`config.mk`:
```
export PLATFORM = sky130hd
export DESIGN_NAME = ahb_slave_sram_32
export DESIGN_NICKNAME = d
export VERILOG_FILES = /design/src/rtl/ahb_slave_sram_32.sv
export SDC_FILE = /design/constraint.sdc
export NUM_CORES = 2
export LEC_CHECK = 0
export CORE_MARGIN = 2
export CORE_UTILIZATION = 35
export DETAILED_ROUTE_END_ITERATION = 16
export PLACE_DENSITY = 0.57
export SYNTH_ARGS = -nofsm -noshare
export SYNTH_HDL_FRONTEND = slang
export SYNTH_SLANG_ARGS = --single-unit
```
`constraint.sdc`:
```
create_clock -name i_hclk -period 4.55 [get_ports i_hclk]
set_clock_uncertainty 0.15 [all_clocks]
set_input_delay 0.91 -clock i_hclk [delete_from_list [all_inputs] [get_ports i_hclk]]
set_output_delay 0.91 -clock i_hclk [all_outputs]
set_load 0.05 [all_outputs]
```
`src/rtl/ahb_slave_sram_32.sv`:
```
// AHB-Lite 32-bit slave over a word-addressed register memory, with programmable
// wait states, two-cycle ERROR response and same-edge write-to-read forwarding.
module ahb_slave_sram_32 #(
  parameter int unsigned DEPTH       = 64,
  parameter logic [31:0] BASE_ADDR   = 32'h0000_0000,
  parameter int unsigned WAIT_STATES = 0
) (
  input  logic        i_hclk,
  input  logic        i_hreset,
  input  logic        i_hsel,
  input  logic [1:0]  i_htrans,
  input  logic [31:0] i_haddr,
  input  logic        i_hwrite,
  input  logic [2:0]  i_hsize,
  input  logic [2:0]  i_hburst,
  input  logic [31:0] i_hwdata,
  input  logic        i_hmastlock,
  output logic [31:0] o_hrdata,
  output logic        o_hready,
  output logic [1:0]  o_hresp,
  output logic [7:0]  o_err_cnt
);

  localparam int unsigned ADDR_W    = $clog2(DEPTH);
  localparam logic [3:0]  WAIT_INIT = 4'(WAIT_STATES);
  localparam logic [1:0]  RESP_OKAY  = 2'b00;
  localparam logic [1:0]  RESP_ERROR = 2'b01;

  typedef enum logic [1:0] {ST_IDLE, ST_WAIT, ST_ERR1, ST_ERR2} state_t;

  state_t              r_state;
  logic [3:0]          r_cnt;
  logic                r_dp_valid;
  logic                r_dp_write;
  logic [ADDR_W-1:0]   r_dp_idx;
  logic [3:0]          r_dp_mask;
  logic                r_hready;
  logic [1:0]          r_hresp;
  logic [31:0]         r_hrdata;
  logic [7:0]          r_err_cnt;
  logic [31:0]         r_mem [DEPTH];

  logic                w_accept;
  logic                w_legal;
  logic                w_commit;
  logic [ADDR_W-1:0]   w_idx;
  logic [3:0]          w_mask;
  logic [31:0]         w_wr_word;
  logic [31:0]         w_rd_word;
  logic                w_unused;

  assign w_unused = ^{i_hburst, i_hmastlock, i_htrans[0]};

  assign w_accept = r_hready && i_hsel && i_htrans[1];
  assign w_idx    = i_haddr[ADDR_W+1:2];
  // A pending write retires on the edge that ends its hready=1 data-phase cycle.
  assign w_commit = (r_state == ST_IDLE) && r_dp_valid && r_dp_write;

  // NOTE: every combinational output gets a default first so no latch can be inferred.
  always_comb begin
    w_mask  = 4'b1111;
    w_legal = 1'b1;
    case (i_hsize)
      3'b000:  w_mask = 4'b0001 << i_haddr[1:0];
      3'b001: begin
        w_mask = i_haddr[1] ? 4'b1100 : 4'b0011;
        if (i_haddr[0]) w_legal = 1'b0;
      end
      3'b010: if (i_haddr[1:0] != 2'b00) w_legal = 1'b0;
      default: w_legal = 1'b0;
    endcase
    if (i_haddr[31:ADDR_W+2] != BASE_ADDR[31:ADDR_W+2]) w_legal = 1'b0;
  end

  always_comb begin
    w_wr_word = r_mem[r_dp_idx];
    for (int b = 0; b < 4; b++) begin
      if (r_dp_mask[b]) w_wr_word[8*b +: 8] = i_hwdata[8*b +: 8];
    end
  end

  // A zero-wait read accepted on the same edge a write retires sees the merged word.
  assign w_rd_word = (w_commit && (r_dp_idx == w_idx)) ? w_wr_word : r_mem[w_idx];

  // NOTE: the memory array is deliberately left out of reset; only control state is cleared.
  always_ff @(posedge i_hclk) begin
    if (w_commit) r_mem[r_dp_idx] <= w_wr_word;
  end

  always_ff @(posedge i_hclk or posedge i_hreset) begin
    if (i_hreset) begin
      r_state    <= ST_IDLE;
      r_cnt      <= 4'd0;
      r_dp_valid <= 1'b0;
      r_dp_write <= 1'b0;
      r_dp_idx   <= '0;
      r_dp_mask  <= 4'b0000;
      r_hready   <= 1'b1;
      r_hresp    <= RESP_OKAY;
      r_hrdata   <= 32'd0;
      r_err_cnt  <= 8'd0;
    end else begin
      case (r_state)
        ST_WAIT: begin
          if (r_cnt == 4'd1) begin
            r_state  <= ST_IDLE;
            r_hready <= 1'b1;
            if (!r_dp_write) r_hrdata <= r_mem[r_dp_idx];
          end else begin
            r_cnt <= r_cnt - 4'd1;
          end
        end
        ST_ERR1: begin
          r_state  <= ST_ERR2;
          r_hready <= 1'b1;
          if (r_err_cnt != 8'hFF) r_err_cnt <= r_err_cnt + 8'd1;
        end
        default: begin
          r_state    <= ST_IDLE;
          r_hready   <= 1'b1;
          r_hresp    <= RESP_OKAY;
          r_dp_valid <= 1'b0;
          if (w_accept) begin
            if (!w_legal) begin
              r_state  <= ST_ERR1;
              r_hready <= 1'b0;
              r_hresp  <= RESP_ERROR;
            end else begin
              r_dp_valid <= 1'b1;
              r_dp_write <= i_hwrite;
              r_dp_idx   <= w_idx;
              r_dp_mask  <= w_mask;
              if (WAIT_STATES > 0) begin
                r_state  <= ST_WAIT;
                r_cnt    <= WAIT_INIT;
                r_hready <= 1'b0;
              end else if (!i_hwrite) begin
                r_hrdata <= w_rd_word;
              end
            end
          end
        end
      endcase
    end
  end

  assign o_hrdata  = r_hrdata;
  assign o_hready  = r_hready;
  assign o_hresp   = r_hresp;
  assign o_err_cnt = r_err_cnt;

endmodule
```
# After elaboration in Yosys (flattened, before gate mapping)
# Memory sizes are Yosys's and may differ from the RTL's.
# Index checks and enable logic that the tools add are counted.
[op_classes]
add_sub_neg = 2
n_eq_ne = 10
shifts = 1
mux = 30
n_bitwise = 3
n_reduce_logical = 16
[ops]
columns = ["op", "n"]
rows = [
  ["$mux W32", 6],
  ["$pmux W32 S2", 1],
  ["$mux W8", 4],
  ["$reduce_bool A24 Y1", 1],
  ["$mux W1", 11],
  ["$add A8 B1 Y8 const B", 1],
  ["$ne A8 B8 Y1 const B", 1],
  ["$pmux W4 S2", 1],
  ["$eq A6 B6 Y1", 1],
  ["$mux W2", 3],
  ["$reduce_and A6 Y1", 1],
  ["$reduce_bool A2 Y1", 3],
  ["$logic_and A1 B1 Y1", 5],
  ["$eq A4 B1 Y1 const B", 1],
  ["$mux W4", 1],
  ["$ne A2 B2 Y1 const B", 2],
  ["$pmux W2 S2", 1],
  ["$reduce_and A2 Y1", 2],
  ["$shl A1 B2 Y4 const A", 1],
  ["$sub A4 B1 Y4 const B", 1],
  ["$eq A3 B1 Y1 const B", 1],
  ["$eq A3 B2 Y1 const B", 1],
  ["$logic_not A3 Y1", 1],
  ["$not A1 Y1", 3],
  ["other kinds (8)", 8],
]
[word_totals]
reg_bits = 61
mem_bits_rw = 2048
inputBits = 77
output_inout_bits = 43
wordCells = 73
mem_count = 1
[mem_list]
columns = ["memory", "depth", "width", "read_ports", "rd_clocked_by_memory_dff", "write_ports", "line", "text"]
rows = [
  ["r_mem", 64, 32, 2, 0, 1, "41", "logic [31:0] r_mem [DEPTH];"],
]

# Longest topological paths before layout
[depth]
word_depth = 9
mapped_depth = 14
mapped_depth_nobuf = 9

# Least setup slack after synthesis
# Ideal clock, no wire load.
[synth_path]
kind = "register -> register"
startpoint = "reg r_dp_idx[1]"
endpoint = "mem r_mem[0][13], data pin"
setup_ps = 588
arrival_ps = 3902
required_ps = 3812
setup_slack_ps = -90
stages_incl_launch_ff = 11
n_path_buf = 6
period_less_slack_ps = 4640
cell_sequence = "dfrtp_1 buf_4 buf_4 buf_2 buf_2 buf_2 buf_2 a21oi_1 a31oi_1 inv_1 a31oi_1"
[synth_between]
elab_chain_len = 2
[synth_rtl]
columns = ["item", "line", "text"]
rows = [
  ["start, declared", "35", "logic [ADDR_W-1:0] r_dp_idx;"],
  ["start signal, assigned", "131", "r_dp_idx <= w_idx;"],
  ["$mem_v2 Z64 W32", "n/a", ""],
  ["$mux W8", "78", "if (r_dp_mask[b]) w_wr_word[8*b +: 8] = i_hwdata[8*b +: 8];"],
  ["named net w_wr_word[13]", "48", "logic [31:0] w_wr_word;"],
  ["end, declared", "41", ""],
]
# The timed path passes the listed nets, and every way through them passes these cells.

# Worst setup path in the final report
[layout_path]
startpoint = "reg r_dp_idx[5]"
endpoint = "mem r_mem[19][4], data pin"
# The elaborated chain is that of the path after synthesis.

==> parameters.txt <==
Parameter                              Value

Timing
  Number of setup violations in the final report ... 0
  Final number of hold-violating endpoints ... 0
  Sum of negative setup slack ... 0 ns
  Final critical delay including setup and external delays ... 4.34 ns
  Fin. max-slew vios ... 0
  Worst path setup slack after routing ... 0.207 ns
  Min Hold Slack ... 0.325 ns
  RSZ-0062 raised after global routing ... no
  Fmax ... 230 MHz
  Slew at the pin closest to its max-slew limit ... 1.37 ns
  Share of the clock period used by the worst path ... 95.5%
  Worst slew margin ... 8.23%

Cells and area
  Post-layout instance area ... 0.116 mm^2
  Area overhead of the layout relative to synthesis ... 17.8%
  Share of cells above drive strength 1 ... 35.3%
  Multi-input logic area ... 0.0339 mm^2
  Nets@finish ... 5,642
  Sequential cell area ... 0.0630 mm^2
  Fill cell instance count of the final layout ... 24,448
  Final instance count without filler cells ... 9,517

Yosys
  Synthesized-area fraction occupied by and/or/nand/nor cells ... 3.18%
  Synthesized netlist net count ... 5,161
  Area share of fa/ha/maj cells after synthesis ... 0.0763%
  Most common cell in the synthesized netlist ... sky130_fd_sc_hd__edfxtp_1
  Netlist area before placement ... 0.0983 mm^2
  Warnings, synthesis ... 0
  Cells after Synth ... 5,078
  Average cell area after synthesis ... 19.4 um^2
  Post-synthesis compound-gate area fraction ... 4.31%
  Main combinational cell family by area after synthesis ... multiplexers
  Seq/Total Area, Yosys ... 64.1%
  Fraction of post-synthesis cell area in the top cell type by area ... 62.5%
  Most common library cells after synthesis ... 2,048 x sky130_fd_sc_hd__edfxtp_1, 991 x sky130_fd_sc_hd__mux4_2, 266 x sky130_fd_sc_hd__mux2i_1
  Proportion of synthesized flip-flops having asynchronous set or reset ... 2.85%
  Fraction of synthesized cell area in xor and xnor cells ... 0.142%
  Post-synthesis mux area share ... 25.7%
  Cell type with the largest total area after synthesis ... sky130_fd_sc_hd__edfxtp_1
  Number of enable flip-flop cells after synthesis ... 2,048
  Predominant post-synthesis flop cell ... sky130_fd_sc_hd__edfxtp_1
  Post-synth cell types ... 82
  Register bit count reported by yosys ... 2,108
  Most area-consuming cells after synthesis ... sky130_fd_sc_hd__edfxtp_1 63%, sky130_fd_sc_hd__mux4_2 23%, sky130_fd_sc_hd__mux2i_1 2.7%

Clock tree
  Post-cts repair resize count ... 0
  Clock-pin slew of the registers on the worst-case setup and hold paths ... 0.06 ns
  H-tree levels ... 4
  Root Buffer ... sky130_fd_sc_hd__clkbuf_16
  Maximum clock path buffer count ... 3
  CTS sink count ... 2,108
  CTS Hold Bufs ... 0
  Clock latency reported for the late side of the worst-skew pair ... 0.91 ns
  Setup repair bufs after CTS ... 0
  Number of buffers inserted during clock tree synthesis ... 227
  TritonCTS clock tree ... yes

Critical path
  Critical Path Fanout Max ... 39
  Required arrival time at the worst endpoint ... 5.12 ns
  Category of the worst setup path launch point ... flop
  Data arrival time at the worst-slack endpoint ... 4.91 ns
  Worst Path Class, Setup ... reg2reg
  Endpoint kind of the worst setup timing path ... flop
  Setup slack on the worst flop-to-flop path ... 0.21 ns
  Worst-path cell with the longest stage delay ... sky130_fd_sc_hd__dfrtp_1
  CP dominant cell by count ... sky130_fd_sc_hd__buf_4
  Largest stage delay, worst path ... 1.00 ns
  CP Cell Sequence ... nand3b_1, buf_4, o22ai_1, nor4_1, buf_4, a21oi_4, buf_4

Die
  Starting density of the core ... 35.2%
  Number of cell rows ... 194
  Boundary pin count ... 120
  Width of the chip ... 534 um
  Placeable core region ... 0.279 mm^2
  Overall die area ... 0.285 mm^2
  Die span in y ... 534 um

Power and ir drop
  Portion of total power attributed to sequential cells ... 49.6%
  Clock share of power ... 42.2%
  Switching fraction of total power ... 24.7%
  Leak ... 35.2 nW
  IR drop worst, VDD ... 0.371 mV
  Switching power total ... 0.0108 W
  Power Internal ... 0.0329 W
  Comb power frac ... 8.2%
  Total power divided by cell area ... 377 mW/mm^2

Global routing
  Via count of the first global-routing pass ... 60,883
  Largest net degree at the start of global routing ... 65
  Busiest layer in global routing ... met2
  Antenna violations before repair ... 37
  Met3 track demand over resource in global routing ... 9.64%
  Overall global routing resource usage ... 28.4%
  Met1 global-route usage ... 36.8%
  Global-route wire length before repair ... 546,000 um
  Met2 Track Usage GR ... 41.7%
  Total congestion overflow after global routing ... 0

Placed design
  Placed instance count ... 9,054
  HPWL reported at the end of detailed placement ... 259,000 um
  Port Buf Inserts ... 113
  Setup Slack @ Placement ... 0.411 ns
  Final estimated routing congestion in global placement ... 0.942
  Placed inst area ... 0.108 mm^2

Route
  Routed wire length ... 412,000 um
  DRC violations left ... 0
  Initial DRC count ... 11,586
  Detail-routed via count per cell ... 6.71
  Vias ... 63,901
  Post-DRT Antenna Nets ... 0
  Detailed-routing iteration count for the pre-antenna-repair pass ... 6
  Per-cell routed wire length ... 43.3 um

Status
  Result of the run ... completed

Hold path
  Path class of the lowest-slack min-delay path ... reg2reg

Flow run
  Max cap viols ... 0
kinds of logic (layout without fill, tap and decap cells):
| group | count (synthesis) | count (layout) |
|---|---|---|
| other cells | 1 | 33 |
| simple gates | 641 | 641 |
| buf+inv | 417 | 1100 |
| xor+xnor | 16 | 16 |
| mux | 1284 | 1284 |
| compound gates | 605 | 605 |
| fa+ha+maj | 6 | 6 |
| flops | 2108 | 2108 |
power groups by stage:
stage | combinational (W) | clock, W | sequential [W]
after floorplan | 0.00144 | 0 | 0.0223
after global placement | 0.00348 | 0 | 0.0220
after detailed placement | 0.00349 | 0 | 0.0220
after CTS | 0.00351 | 0.0185 | 0.0216
after global routing | 0.00367 | 0.0193 | 0.0216
final | 0.00358 | 0.0184 | 0.0216
state kept, by name, indices dropped and copies added, names as in the netlist:
register,cells
r_cnt,4
o_hresp,1
r_mem,2048
o_hready,1
r_dp_valid,1
o_hrdata,32
r_dp_write,1
r_state,2
r_dp_idx,6
o_err_cnt,8
r_dp_mask,4
worst max-delay path: cells and delay by family (launching register included):
kind                   cells  cell delay (ns)
and+or+nand+nor            2             0.95
DFF                        1             1.00
AOI/OAI and AO/OA          2             1.10
buffers and inverters      3             0.95
routing by layer:
metal / share of wire (%) / wire, um / up-vias
met4: 6.6 / 27300 / 22
met5: 0.033 / 138 / -
li1: - / - / 22984
met2: 44 / 180000 / 5530
met3: 14 / 58000 / 1163
met1: 36 / 147000 / 34202
layout make-up:
| type | instances | share of cell area (%) |
|---|---|---|
| Clock buffer | 299 | 5.25 |
| Clock inverter | 132 | 1.09 |
| Tap cell | 3724 | 4.02 |
| Inverter | 20 | 0.0713 |
| Antenna cell | 32 | 0.0691 |
| Timing Repair Buffer | 649 | 5.86 |
| Sequential cell | 2108 | 54.4 |
| Multi-Input combinational cell | 2553 | 29.3 |
placed cells by master (no fill, tap or decap), types with 29 or more instances in the layout:
| cell type | synthesis | final |
|---|---|---|
| sky130_fd_sc_hd__a21oi_1 | 103 | 85 |
| sky130_fd_sc_hd__a22oi_1 | 164 | 164 |
| sky130_fd_sc_hd__buf_12 | 1 | 130 |
| sky130_fd_sc_hd__buf_4 | 60 | 408 |
| sky130_fd_sc_hd__clkbuf_1 | 130 | 60 |
| sky130_fd_sc_hd__clkbuf_16 | 0 | 228 |
| sky130_fd_sc_hd__clkdlybuf4s50_1 | 0 | 107 |
| sky130_fd_sc_hd__clkinv_1 | 1 | 50 |
| sky130_fd_sc_hd__clkinv_2 | 0 | 46 |
| sky130_fd_sc_hd__dfrtp_1 | 59 | 55 |
| sky130_fd_sc_hd__diode_2 | 0 | 32 |
| sky130_fd_sc_hd__edfxtp_1 | 2048 | 2048 |
| sky130_fd_sc_hd__mux2i_1 | 266 | 263 |
| sky130_fd_sc_hd__mux4_2 | 991 | 991 |
| sky130_fd_sc_hd__nand2_1 | 199 | 196 |
| sky130_fd_sc_hd__nand3_1 | 75 | 74 |
| sky130_fd_sc_hd__nand4_1 | 31 | 31 |
| sky130_fd_sc_hd__nor2_1 | 154 | 81 |
| sky130_fd_sc_hd__nor2_4 | 0 | 70 |
| sky130_fd_sc_hd__nor2b_1 | 33 | 29 |
| sky130_fd_sc_hd__o21ai_0 | 47 | 46 |
| sky130_fd_sc_hd__o22ai_1 | 67 | 67 |
metrics by stage:
| step | util, % | total power, W |
|---|---|---|
| final | 41.5 | 0.0436 |
| after global placement | 38.8 | 0.0255 |
| after detailed placement | 38.8 | 0.0255 |
| after global routing | 41.4 | 0.0446 |
| after CTS | 41.4 | 0.0437 |
| after floorplan | - | 0.0238 |
final timing paths:
check,start,endpoint,depth (start not counted)
setup / recovery,r_dp_idx[5],r_mem[19][4],7
hold / removal,r_cnt[3],r_cnt[3],1
setup reg to reg,r_dp_idx[5],r_mem[19][4],7
hold reg to reg,r_cnt[3],r_cnt[3],1
max in group asynchronous,i_hreset,o_hready,3
min in group asynchronous,i_hreset,o_hrdata[3],2
Power figures use the tool's default switching activity.
